**src/rtl/video2ram_pkg.sv**
```systemverilog
// Shared types and defaults for the video-to-RAM capture writer.
package video2ram_pkg;

  localparam int   PIX_W            = 24;
  localparam int   RAM_AW           = 15;
  localparam logic HSYNC_ACTIVE_DEF = 1'b0;
  localparam logic VSYNC_ACTIVE_DEF = 1'b0;

  typedef enum logic [1:0] {
    WAIT_VSYNC,
    FILL,
    RUN
  } wr_state_t;

  // Capture window and ring geometry; also used by the config register block.
  typedef struct packed {
    logic [11:0]       x_start;
    logic [11:0]       x_end;
    logic [11:0]       y_start;
    logic [11:0]       y_end;
    logic [9:0]        line_len;
    logic [RAM_AW-1:0] numwords;
    logic [7:0]        trigger_line;
  } capture_cfg_t;

  function automatic logic [11:0] sat_inc12(input logic [11:0] v);
    return (v == 12'hFFF) ? v : v + 12'd1;
  endfunction

endpackage

```
**src/rtl/video2ram_if.sv**
```systemverilog
// Pixel stream in, RAM write port out.
interface video2ram_if #(
  parameter int ADDR_WIDTH = 15,
  parameter int DATA_WIDTH = 24
);
  logic                  pixel_valid;
  logic [DATA_WIDTH-1:0] indata;
  logic                  in_hsync;
  logic                  in_vsync;
  logic [DATA_WIDTH-1:0] wrdata;
  logic [ADDR_WIDTH-1:0] wraddr;
  logic                  wren;

  modport master (
    output pixel_valid, indata, in_hsync, in_vsync,
    input  wrdata, wraddr, wren
  );

  modport slave (
    input  pixel_valid, indata, in_hsync, in_vsync,
    output wrdata, wraddr, wren
  );
endinterface

```
**src/rtl/video2ram_sync_edge_detect.sv**
```systemverilog
// Registers a sync input and flags the cycle it first reaches its asserted level.
module sync_edge_detect #(
  parameter logic ACTIVE = 1'b0
) (
  input  logic clock,
  input  logic reset,
  input  logic sync_in,
  output logic act_edge
);
  logic sync_q;
  logic sync_prev;

  // Two-deep history; reset to the inactive level so no edge fires out of reset.
  always_ff @(posedge clock or posedge reset) begin
    if (reset) begin
      sync_q    <= ~ACTIVE;
      sync_prev <= ~ACTIVE;
    end else begin
      sync_q    <= sync_in;
      sync_prev <= sync_q;
    end
  end

  assign act_edge = (sync_q == ACTIVE) && (sync_prev != ACTIVE);
endmodule

```
**src/rtl/video2ram.sv**
```systemverilog
// Capture-side writer: windows the pixel stream into a line-granular RAM ring
// and raises starttrigger once enough lines of a frame are buffered.
module video2ram
  import video2ram_pkg::*;
#(
  parameter int   ADDR_WIDTH   = 15,
  parameter int   DATA_WIDTH   = PIX_W,
  parameter logic HSYNC_ACTIVE = HSYNC_ACTIVE_DEF,
  parameter logic VSYNC_ACTIVE = VSYNC_ACTIVE_DEF
) (
  input  logic                  clock,
  input  logic                  reset,
  video2ram_if.slave            bus,
  input  logic [11:0]           capture_x_start,
  input  logic [11:0]           capture_x_end,
  input  logic [11:0]           capture_y_start,
  input  logic [11:0]           capture_y_end,
  input  logic [9:0]            buffer_line_length,
  input  logic [ADDR_WIDTH-1:0] ram_numwords,
  input  logic [7:0]            trigger_line,
  output logic                  starttrigger,
  output logic [11:0]           lines_per_frame,
  output logic                  resync
);
  capture_cfg_t cfg;
  assign cfg = '{x_start: capture_x_start, x_end: capture_x_end,
                 y_start: capture_y_start, y_end: capture_y_end,
                 line_len: buffer_line_length, numwords: RAM_AW'(ram_numwords),
                 trigger_line: trigger_line};

  // Stage 1: pixel and enable registers; syncs go through the edge detectors.
  logic                  pv_q;
  logic [DATA_WIDTH-1:0] data_q;
  logic                  hs_e, vs_e;

  // Sample the pixel bus every cycle.
  always_ff @(posedge clock or posedge reset) begin
    if (reset) begin
      pv_q   <= 1'b0;
      data_q <= '0;
    end else begin
      pv_q   <= bus.pixel_valid;
      data_q <= bus.indata;
    end
  end

  sync_edge_detect #(.ACTIVE(HSYNC_ACTIVE)) u_hs (
    .clock(clock), .reset(reset), .sync_in(bus.in_hsync), .act_edge(hs_e));
  sync_edge_detect #(.ACTIVE(VSYNC_ACTIVE)) u_vs (
    .clock(clock), .reset(reset), .sync_in(bus.in_vsync), .act_edge(vs_e));

  // Stage 2: raster counters, ring addressing, trigger FSM, RAM write port.
  wr_state_t             state;
  logic [11:0]           cnt_x, cnt_y;
  logic [9:0]            addr_x;
  logic [ADDR_WIDTH-1:0] addr_y;
  logic [7:0]            line_cnt;
  logic                  line_wr;
  logic [DATA_WIDTH-1:0] wr_data;
  logic [ADDR_WIDTH-1:0] wr_addr;
  logic                  wr_en;

  logic                  capture;
  logic [ADDR_WIDTH:0]   y_sum;
  logic [ADDR_WIDTH-1:0] y_next;
  logic [10:0]           x_inc;

  assign capture = pv_q && (state != WAIT_VSYNC)
                && (cnt_x >= cfg.x_start) && (cnt_x < cfg.x_end)
                && (cnt_y >= cfg.y_start) && (cnt_y < cfg.y_end);
  // Wrap decision uses the unwrapped sum so an overflowing add still wraps.
  assign y_sum  = {1'b0, addr_y} + (ADDR_WIDTH+1)'(cfg.line_len);
  assign y_next = (y_sum >= (ADDR_WIDTH+1)'(cfg.numwords)) ? '0 : y_sum[ADDR_WIDTH-1:0];
  assign x_inc  = {1'b0, addr_x} + 11'd1;

  // Sync edges take priority over pixels; vsync beats a coincident hsync.
  always_ff @(posedge clock or posedge reset) begin
    if (reset) begin
      state           <= WAIT_VSYNC;
      cnt_x           <= '0;
      cnt_y           <= '0;
      addr_x          <= '0;
      addr_y          <= '0;
      line_cnt        <= '0;
      line_wr         <= 1'b0;
      wr_data         <= '0;
      wr_addr         <= '0;
      wr_en           <= 1'b0;
      starttrigger    <= 1'b0;
      lines_per_frame <= '0;
      resync          <= 1'b0;
    end else begin
      wr_en  <= 1'b0;
      resync <= 1'b0;
      if (vs_e) begin
        lines_per_frame <= cnt_y;
        resync          <= (cnt_y != lines_per_frame) && (lines_per_frame != '0);
        cnt_x           <= '0;
        cnt_y           <= '0;
        addr_x          <= '0;
        addr_y          <= '0;
        line_wr         <= 1'b0;
        line_cnt        <= '0;
        if (state == WAIT_VSYNC) begin
          if (cfg.trigger_line == '0) begin
            starttrigger <= 1'b1;
            state        <= RUN;
          end else begin
            state <= FILL;
          end
        end
      end else if (hs_e) begin
        cnt_x   <= '0;
        cnt_y   <= sat_inc12(cnt_y);
        addr_x  <= '0;
        line_wr <= 1'b0;
        if (line_wr) begin
          addr_y <= y_next;
          if (state == FILL) begin
            line_cnt <= line_cnt + 8'd1;
            if ({1'b0, line_cnt} + 9'd1 >= {1'b0, cfg.trigger_line}) begin
              starttrigger <= 1'b1;
              state        <= RUN;
            end
          end
        end
      end else if (pv_q) begin
        cnt_x <= sat_inc12(cnt_x);
        if (capture) begin
          wr_en   <= 1'b1;
          wr_data <= data_q;
          wr_addr <= addr_y + ADDR_WIDTH'(addr_x);
          line_wr <= 1'b1;
          // Excess pixels keep landing on the last word of the line.
          if (x_inc < {1'b0, cfg.line_len}) addr_x <= x_inc[9:0];
        end
      end
    end
  end

  assign bus.wrdata = wr_data;
  assign bus.wraddr = wr_addr;
  assign bus.wren   = wr_en;
endmodule

```
**src/flat_wrapper.sv**
```systemverilog
// flat-port wrapper written by rule: the top's interface ports become plain ports
module video2ram_flat import video2ram_pkg::*;
#(
  parameter int   ADDR_WIDTH   = 15,
  parameter int   DATA_WIDTH   = PIX_W,
  parameter logic HSYNC_ACTIVE = HSYNC_ACTIVE_DEF,
  parameter logic VSYNC_ACTIVE = VSYNC_ACTIVE_DEF
)
  (clock, reset, capture_x_start, capture_x_end, capture_y_start, capture_y_end, buffer_line_length, ram_numwords, trigger_line, starttrigger, lines_per_frame, resync, bus_pixel_valid, bus_indata, bus_in_hsync, bus_in_vsync, bus_wrdata, bus_wraddr, bus_wren);
  video2ram_if #(.ADDR_WIDTH(ADDR_WIDTH), .DATA_WIDTH(DATA_WIDTH)) bus_i ();
  input  logic clock;
  input  logic reset;
  input  logic [11:0] capture_x_start;
  input  logic [11:0] capture_x_end;
  input  logic [11:0] capture_y_start;
  input  logic [11:0] capture_y_end;
  input  logic [9:0] buffer_line_length;
  input  logic [ADDR_WIDTH-1:0] ram_numwords;
  input  logic [7:0] trigger_line;
  output logic starttrigger;
  output logic [11:0] lines_per_frame;
  output logic resync;
  input wire logic [$bits(bus_i.pixel_valid)-1:0] bus_pixel_valid;
  input wire logic [$bits(bus_i.indata)-1:0] bus_indata;
  input wire logic [$bits(bus_i.in_hsync)-1:0] bus_in_hsync;
  input wire logic [$bits(bus_i.in_vsync)-1:0] bus_in_vsync;
  output wire logic [$bits(bus_i.wrdata)-1:0] bus_wrdata;
  output wire logic [$bits(bus_i.wraddr)-1:0] bus_wraddr;
  output wire logic [$bits(bus_i.wren)-1:0] bus_wren;
  assign bus_i.pixel_valid = bus_pixel_valid;
  assign bus_i.indata = bus_indata;
  assign bus_i.in_hsync = bus_in_hsync;
  assign bus_i.in_vsync = bus_in_vsync;
  assign bus_wrdata = bus_i.wrdata;
  assign bus_wraddr = bus_i.wraddr;
  assign bus_wren = bus_i.wren;
  video2ram #(.ADDR_WIDTH(ADDR_WIDTH), .DATA_WIDTH(DATA_WIDTH), .HSYNC_ACTIVE(HSYNC_ACTIVE), .VSYNC_ACTIVE(VSYNC_ACTIVE)) u_core (.clock(clock), .reset(reset), .bus(bus_i), .capture_x_start(capture_x_start), .capture_x_end(capture_x_end), .capture_y_start(capture_y_start), .capture_y_end(capture_y_end), .buffer_line_length(buffer_line_length), .ram_numwords(ram_numwords), .trigger_line(trigger_line), .starttrigger(starttrigger), .lines_per_frame(lines_per_frame), .resync(resync));
endmodule
```
**config.mk**
```make
export PLATFORM = sky130hd
export DESIGN_NAME = video2ram_flat
export DESIGN_NICKNAME = d
export VERILOG_FILES = /design/src/rtl/video2ram_pkg.sv /design/src/rtl/video2ram_if.sv /design/src/rtl/video2ram_sync_edge_detect.sv /design/src/rtl/video2ram.sv /design/src/flat_wrapper.sv
export SDC_FILE = /design/constraint.sdc
export NUM_CORES = 1
export LEC_CHECK = 0
export CAP_MARGIN = 5
export CELL_PAD_IN_SITES_DETAIL_PLACEMENT = 1
export CELL_PAD_IN_SITES_GLOBAL_PLACEMENT = 2
export CORE_UTILIZATION = 36
export DETAILED_ROUTE_END_ITERATION = 12
export MAX_ROUTING_LAYER = met4
export PLACE_DENSITY_LB_ADDON = 0.1
export SLEW_MARGIN = 25
export SYNTH_ARGS = -nofsm -noshare
export SYNTH_HDL_FRONTEND = slang
export SYNTH_SLANG_ARGS = --single-unit
```
**constraint.sdc**
```tcl
create_clock -name clock -period 7.75 [get_ports clock]
set_input_delay 1.55 -clock clock [delete_from_list [all_inputs] [get_ports clock]]
set_output_delay 1.55 -clock clock [all_outputs]
set_load 0.02 [all_outputs]
```
---- Word-level counts from Yosys, hierarchy flattened ----
Cells that the tools add are included.
operators by class
  add/sub/neg operators ................... 7
  multiply operators ...................... 0
  div/mod/pow operators ................... 0
  $lt $le $gt $ge ......................... 7
  eq/ne operators ......................... 8
  shift operators ......................... 0
  muxes and demuxes ....................... 43
  bitwise operators ....................... 4
  reductions and logical operators ........ 28
operators by type and width
  operator               number
  $mux 12                7
  $mux 15                4
  $mux 10                5
  $mux 8                 4
  $add 12x1->12 const B  2
  $eq 12x12->1 const B   2
  $ge 12x12->1           2
  $lt 12x12->1           2
  $add 15x10->16         1
  $ge 16x15->1           1
  $mux 1                 16
  $add 15x10->15         1
  $mux 2                 7
  $ne 12x12->1           1
  $reduce_bool 12->1     1
  $add 10x1->11 const B  1
  $lt 11x10->1           1
  $reduce_bool 2->1      5
  $add 8x1->9 const B    1
  $ge 9x8->1             1
  $reduce_bool 3->1      3
  $add 8x1->8 const B    1
  $logic_and 1x1->1      8
  $logic_not 8->1        1
  other kinds (11)       19
storage, ports and cells
  register bits ........................... 143
  latch bits .............................. 0
  memory bits (writable) .................. 0
  memory bits (read-only) ................. 0
  input port bits ......................... 110
  word-level logic and storage cells ...... 116
  memories ................................ 0

---- Logic depth before layout (Yosys ltp) ----
  depth in word-level cells ............... 10
  mapped depth ............................ 17
  mapped depth without buffers ............ 16

---- Hierarchy ----
Synthesis repeated with hierarchy kept, for this count alone.
unflattened totals
  cell total of the unflattened synthesis .. 893
  area total of the unflattened synthesis .. 8893.5 µm²
by module, submodules not included
  module            times used  cells an instance  area each (µm²)
  video2ram         1           885                8753.4
  sync_edge_detect  2           4                  70.1

---- Worst setup path after synthesis ----
No wires, ideal clock.
  kind .................................... input port to flip-flop
  start ................................... input buffer_line_length[0]
  end ..................................... register u_core.addr_y[8]
  arrival time ............................ 4.576 ns
  setup slack ............................. 3.109 ns
  stages .................................. 15
  cell sequence ........................... ha_1 > fa_1 > a21oi_1 > o22ai_1 > o22ai_1 > o21ai_0 > nand3_1 > xnor2_1 > ha_1 > and3_1 > a2111oi_0 > o21ai_1 > nor2_1 > buf_2 > a22o_1
on the way
  longest elaborated chain between the ends .. 6
RTL lines
  element               line                source
  start, declared       flat_wrapper.sv:17  input logic [9:0] buffer_line_length;
  $add 15x10->16 *      video2ram.sv:72     assign y_sum = {1'b0, addr_y} + (ADDR_WIDTH+1)'(cfg.line_len);
  $ge 16x15->1          video2ram.sv:73     assign y_next = (y_sum >= (ADDR_WIDTH+1)'(cfg.numwords)) ? '0 : y_sum[ADDR_WIDTH-1:0];
  $mux 15 *             video2ram.sv:73
  $mux 15 *             video2ram.sv:117    if (line_wr) begin
  $mux 15 *             video2ram.sv:112    end else if (hs_e) begin
  $mux 15 *             video2ram.sv:95     if (vs_e) begin
  end signal, assigned  video2ram.sv:118    addr_y <= y_next;
  end, declared         video2ram.sv:56     logic [ADDR_WIDTH-1:0] addr_y;
Mark *: on every way between the ends. The rest lies on a longest branch, timed or not. The select of a mux whose other input is x is not followed.
A chain may end at the register's enable or synchronous reset.

---- Worst setup path in the final report ----
  start ................................... input buffer_line_length[0]
  end ..................................... register u_core.addr_y[14]
The elaborated chain is that of the path after synthesis.

==> run metrics <==
FF-to-FF path depth 15; Syn Nets 1138; TritonCTS clock tree built; vias in the first global route 7701; cell area power density 162.3 nW/um^2; cell accounting for the most synthesized area dfrtp_1; largest net degree at the start of global routing 87; EDFF count, synth 0; RSZ-0062 raised after global routing no; Yosys cell types 60; Reg clk slew, reported paths 60 ps; critical path class input pin to flop; antenna viol nets, final 0; hold path cells 0; Post-Place Setup Slack 1543 ps; Comb pwr share 0.122; Final Hold Fails 0; Placement Rows 57; Setup-failing EPs final 0; Root Driver clkbuf_16; worst endpoint required time 8090 ps; VDD IR max 0.0001561 V; grt ovf 0; DRC Markers 0; critical path cell sequence clkdlybuf4s50_1 -> ha_1 -> fa_1 -> a21oi_1 -> o22ai_1 -> o22ai_1 -> o21ai_0 -> nand3_1 -> xnor2_1 -> ha_1 -> and3_1 -> a2111oi_0 -> o21ai_1 -> nor2_1 -> a21oi_1 -> o21ai_0; sw frac 0.2644; DR WL/cell 15.89 um; CP arrival 6110 ps; Leakage 0.005594 uW; CP peak stage delay 730 ps; # nets final 1307; TritonRoute pass-1 iters 5; io pins 164; Least-Margin Pin Slew 908.8 ps; synthesized instance count 924; max cap viols 0; later-pin clock latency in the skew report 430 ps; final cycle utilization of the critical path 0.7447; delay-heaviest family, CP compound AO/OA/AOI/OAI gates; Synth top area share 0.3885; average size of a mapped cell 9.689 sq um; met3 Track Usage GR 0.03273; Die H 159.7 um; clock skew 17.40 ps; critical path launch point type input pin; reg-to-reg slack, setup 3140 ps; Syn. warnings 0; Post-CTS Repair Setup Buffers 0; RD Place Congestion 0.8161; status completed; synthesized flop and latch total 143; CORE AREA 24320 sq um; gr usage total 0.1960; fraction of registers with async set or reset after synthesis 1.000; Die X-Extent 159.7 um; Slew Viols, Final 0; antenna diode count 0; DP HPWL 17720 um; sequential power share 0.424; CTS Buf Count 17; Total Negative Setup Slacks 0 ps; Routed WL 22720 um; Mapped Area 8952 sq um; maximum root-to-sink buffer count 2; Via density 4.997; clock sinks 143; Initial Util 0.3681; Stages on worst setup path 16; via count 7145; die area 25500 sq um; internal power contribution 1378 uW; Slew Limit Headroom 0.3941; GRT met1 Usage 0.2529; Crit-path slowest cell nor2_1; Post-synth top flop dfrtp_1; top post-synthesis cells by area dfrtp_1 (39%), ha_1 (14%), xnor2_1 (4.4%); Fmax 173.3 MHz; share of cells above drive strength 1 0.07776; Net Switching 495.4 uW; CP Capture Type flop; CTS Hold Buffers Added 0; CTS H-Tree Depth 4; Max FO, Critical Path 12; met2 Usage GRT 0.3249; grt peak-use layer met2; DRT iter0 DRCs 220; Layout area overhead 28.99%; first-pass GRT wire length 39100 um; min Tclk post-route 5772 ps; # resized after CTS 0; CP bufs+invs 1; PnR worst setup slack 1978 ps; Tightest Hold Check Type flop to flop; Clock power frac 0.454; post-synthesis sequential area ratio 0.4003; IO buf count 163; initial antenna violation count 0
==> per-layer routing <==
metal,vias to the layer above,part of all wire,wire length [um]
li1,3564,-,-
met1,3449,0.48,10980
met2,120,0.48,10910
met3,12,0.029,657
met4,0,0.0076,173
met5,-,0,0
==> layout by cell type (no fill, tap or decap), types with 5 or more instances in the layout <==
cell / n
inv_8: 5
o21ai_0: 53
nor3_1: 20
nor4_1: 10
xnor2_1: 45
nor2b_1: 6
or3_1: 13
a22o_1: 9
xor2_1: 25
ha_1: 102
a21o_1: 11
clkbuf_16: 17
mux2i_1: 12
clkdlybuf4s50_1: 163
nand2_1: 78
nor2_1: 56
o21a_1: 5
a2111oi_0: 5
inv_1: 102
nand3_1: 19
and3_1: 14
dfrtp_1: 139
a21oi_1: 48
nand2b_1: 14
a211oi_1: 5
mux2_2: 33
nand4_1: 17
inv_6: 6
buf_4: 5
==> cell families after synthesis <==
kind of cell,after synthesis,synth area share
buffers and inverters,121,0.05451
flip-flops,143,0.4003
AO/OA/AOI/OAI,170,0.1202
adder cells (fa/ha/maj),104,0.1470
AND/OR/NAND/NOR,267,0.1495
multiplexers,49,0.05996
XOR/XNOR,70,0.06848
==> sequential cells by signal, indices dropped and copies added, names as in the netlist <==
register and flops:
u_core.u_vs.sync_q 1, u_core.lines_per_frame 12, u_core.line_wr 1, u_core.cnt_x 12, u_core.u_hs.sync_prev 1, u_core.starttrigger 1, u_core.cnt_y 12, u_core.u_vs.sync_prev 1
u_core.bus.wrdata 24, u_core.resync 1, u_core.line_cnt 8, u_core.bus.wraddr 15, u_core.data_q 24, u_core.addr_x 10, u_core.bus.wren 1, u_core.pv_q 1
u_core.u_hs.sync_q 1, u_core.state 2, u_core.addr_y 15
==> power groups by stage <==
stage / clock, uW / combinational, uW / sequential [uW]
floorplan: 0 / 119 / 807
global placement: 0 / 230 / 807
global route: 901 / 264 / 797
finish: 851 / 229 / 794
CTS: 874 / 236 / 794
detailed placement: 0 / 235 / 808
==> cells in the mapped netlist (17+ instances only) <==
| library cell | number |
|---|---|
| o21ai_0 | 53 |
| nand2_1 | 78 |
| nand3_1 | 19 |
| inv_1 | 103 |
| mux2_2 | 33 |
| a21oi_1 | 48 |
| nor3_1 | 20 |
| xnor2_1 | 45 |
| dfrtp_1 | 139 |
| nor2_1 | 56 |
| nand4_1 | 17 |
| xor2_1 | 25 |
| ha_1 | 102 |
==> path summary, 6_finish.rpt <==
path | start | endpoint
worst max-delay path | buffer_line_length[0] | u_core.addr_y[14]$_DFFE_PP0P_
worst min-delay path | u_core.u_vs.sync_q$_DFF_PP1_ | u_core.u_vs.sync_prev$_DFF_PP1_
worst max register to register | u_core.addr_y[2]$_DFFE_PP0P_ | u_core.addr_y[14]$_DFFE_PP0P_
worst min register to register | u_core.u_vs.sync_q$_DFF_PP1_ | u_core.u_vs.sync_prev$_DFF_PP1_
max in group asynchronous | reset | u_core.addr_y[1]$_DFFE_PP0P_
min in group asynchronous | reset | u_core.bus.wrdata[6]$_DFFE_PP0P_
==> final cells by class <==
class                           count  area, sq um
Multi-Input combinational cell    660         4883
Inverter                          103        391.6
Tap cell                          324        405.4
Clock buffer                       17        425.4
Timing Repair Buffer              168         1669
Fill cell                        2781        12770
Clock inverter                     15        188.9
Sequential cell                   143         3583
==> through the flow <==
step	instance area, sq um	hold WS [ps]	total power (uW)	util	cells
6_report	11550	382.8	1874	0.4748	1430
5_1_grt	11550	390.7	1963	0.4748	1430
4_1_cts	11550	383.5	1904	0.4748	1430
3_5_place_dp	10930	373.8	1043	0.4496	1398
3_3_place_gp	10930	369.3	1038	0.4496	1398
2_1_floorplan	8952	358.1	926.8	-	924
==> worst register-to-register path, stage by stage, from the launching register on <==
cell,delay [ps]
dfrtp_1,430
ha_1,380
o21ai_0,110
o21ai_0,340
a21oi_1,200
o31ai_1,490
nand2_1,170
xnor2_1,160
ha_1,300
a21oi_1,140
o21ai_0,90
a2111oi_0,390
o21ai_1,300
nor2_1,730
a21oi_1,140
o21ai_0,160
(Power assumes the default switching activity.)
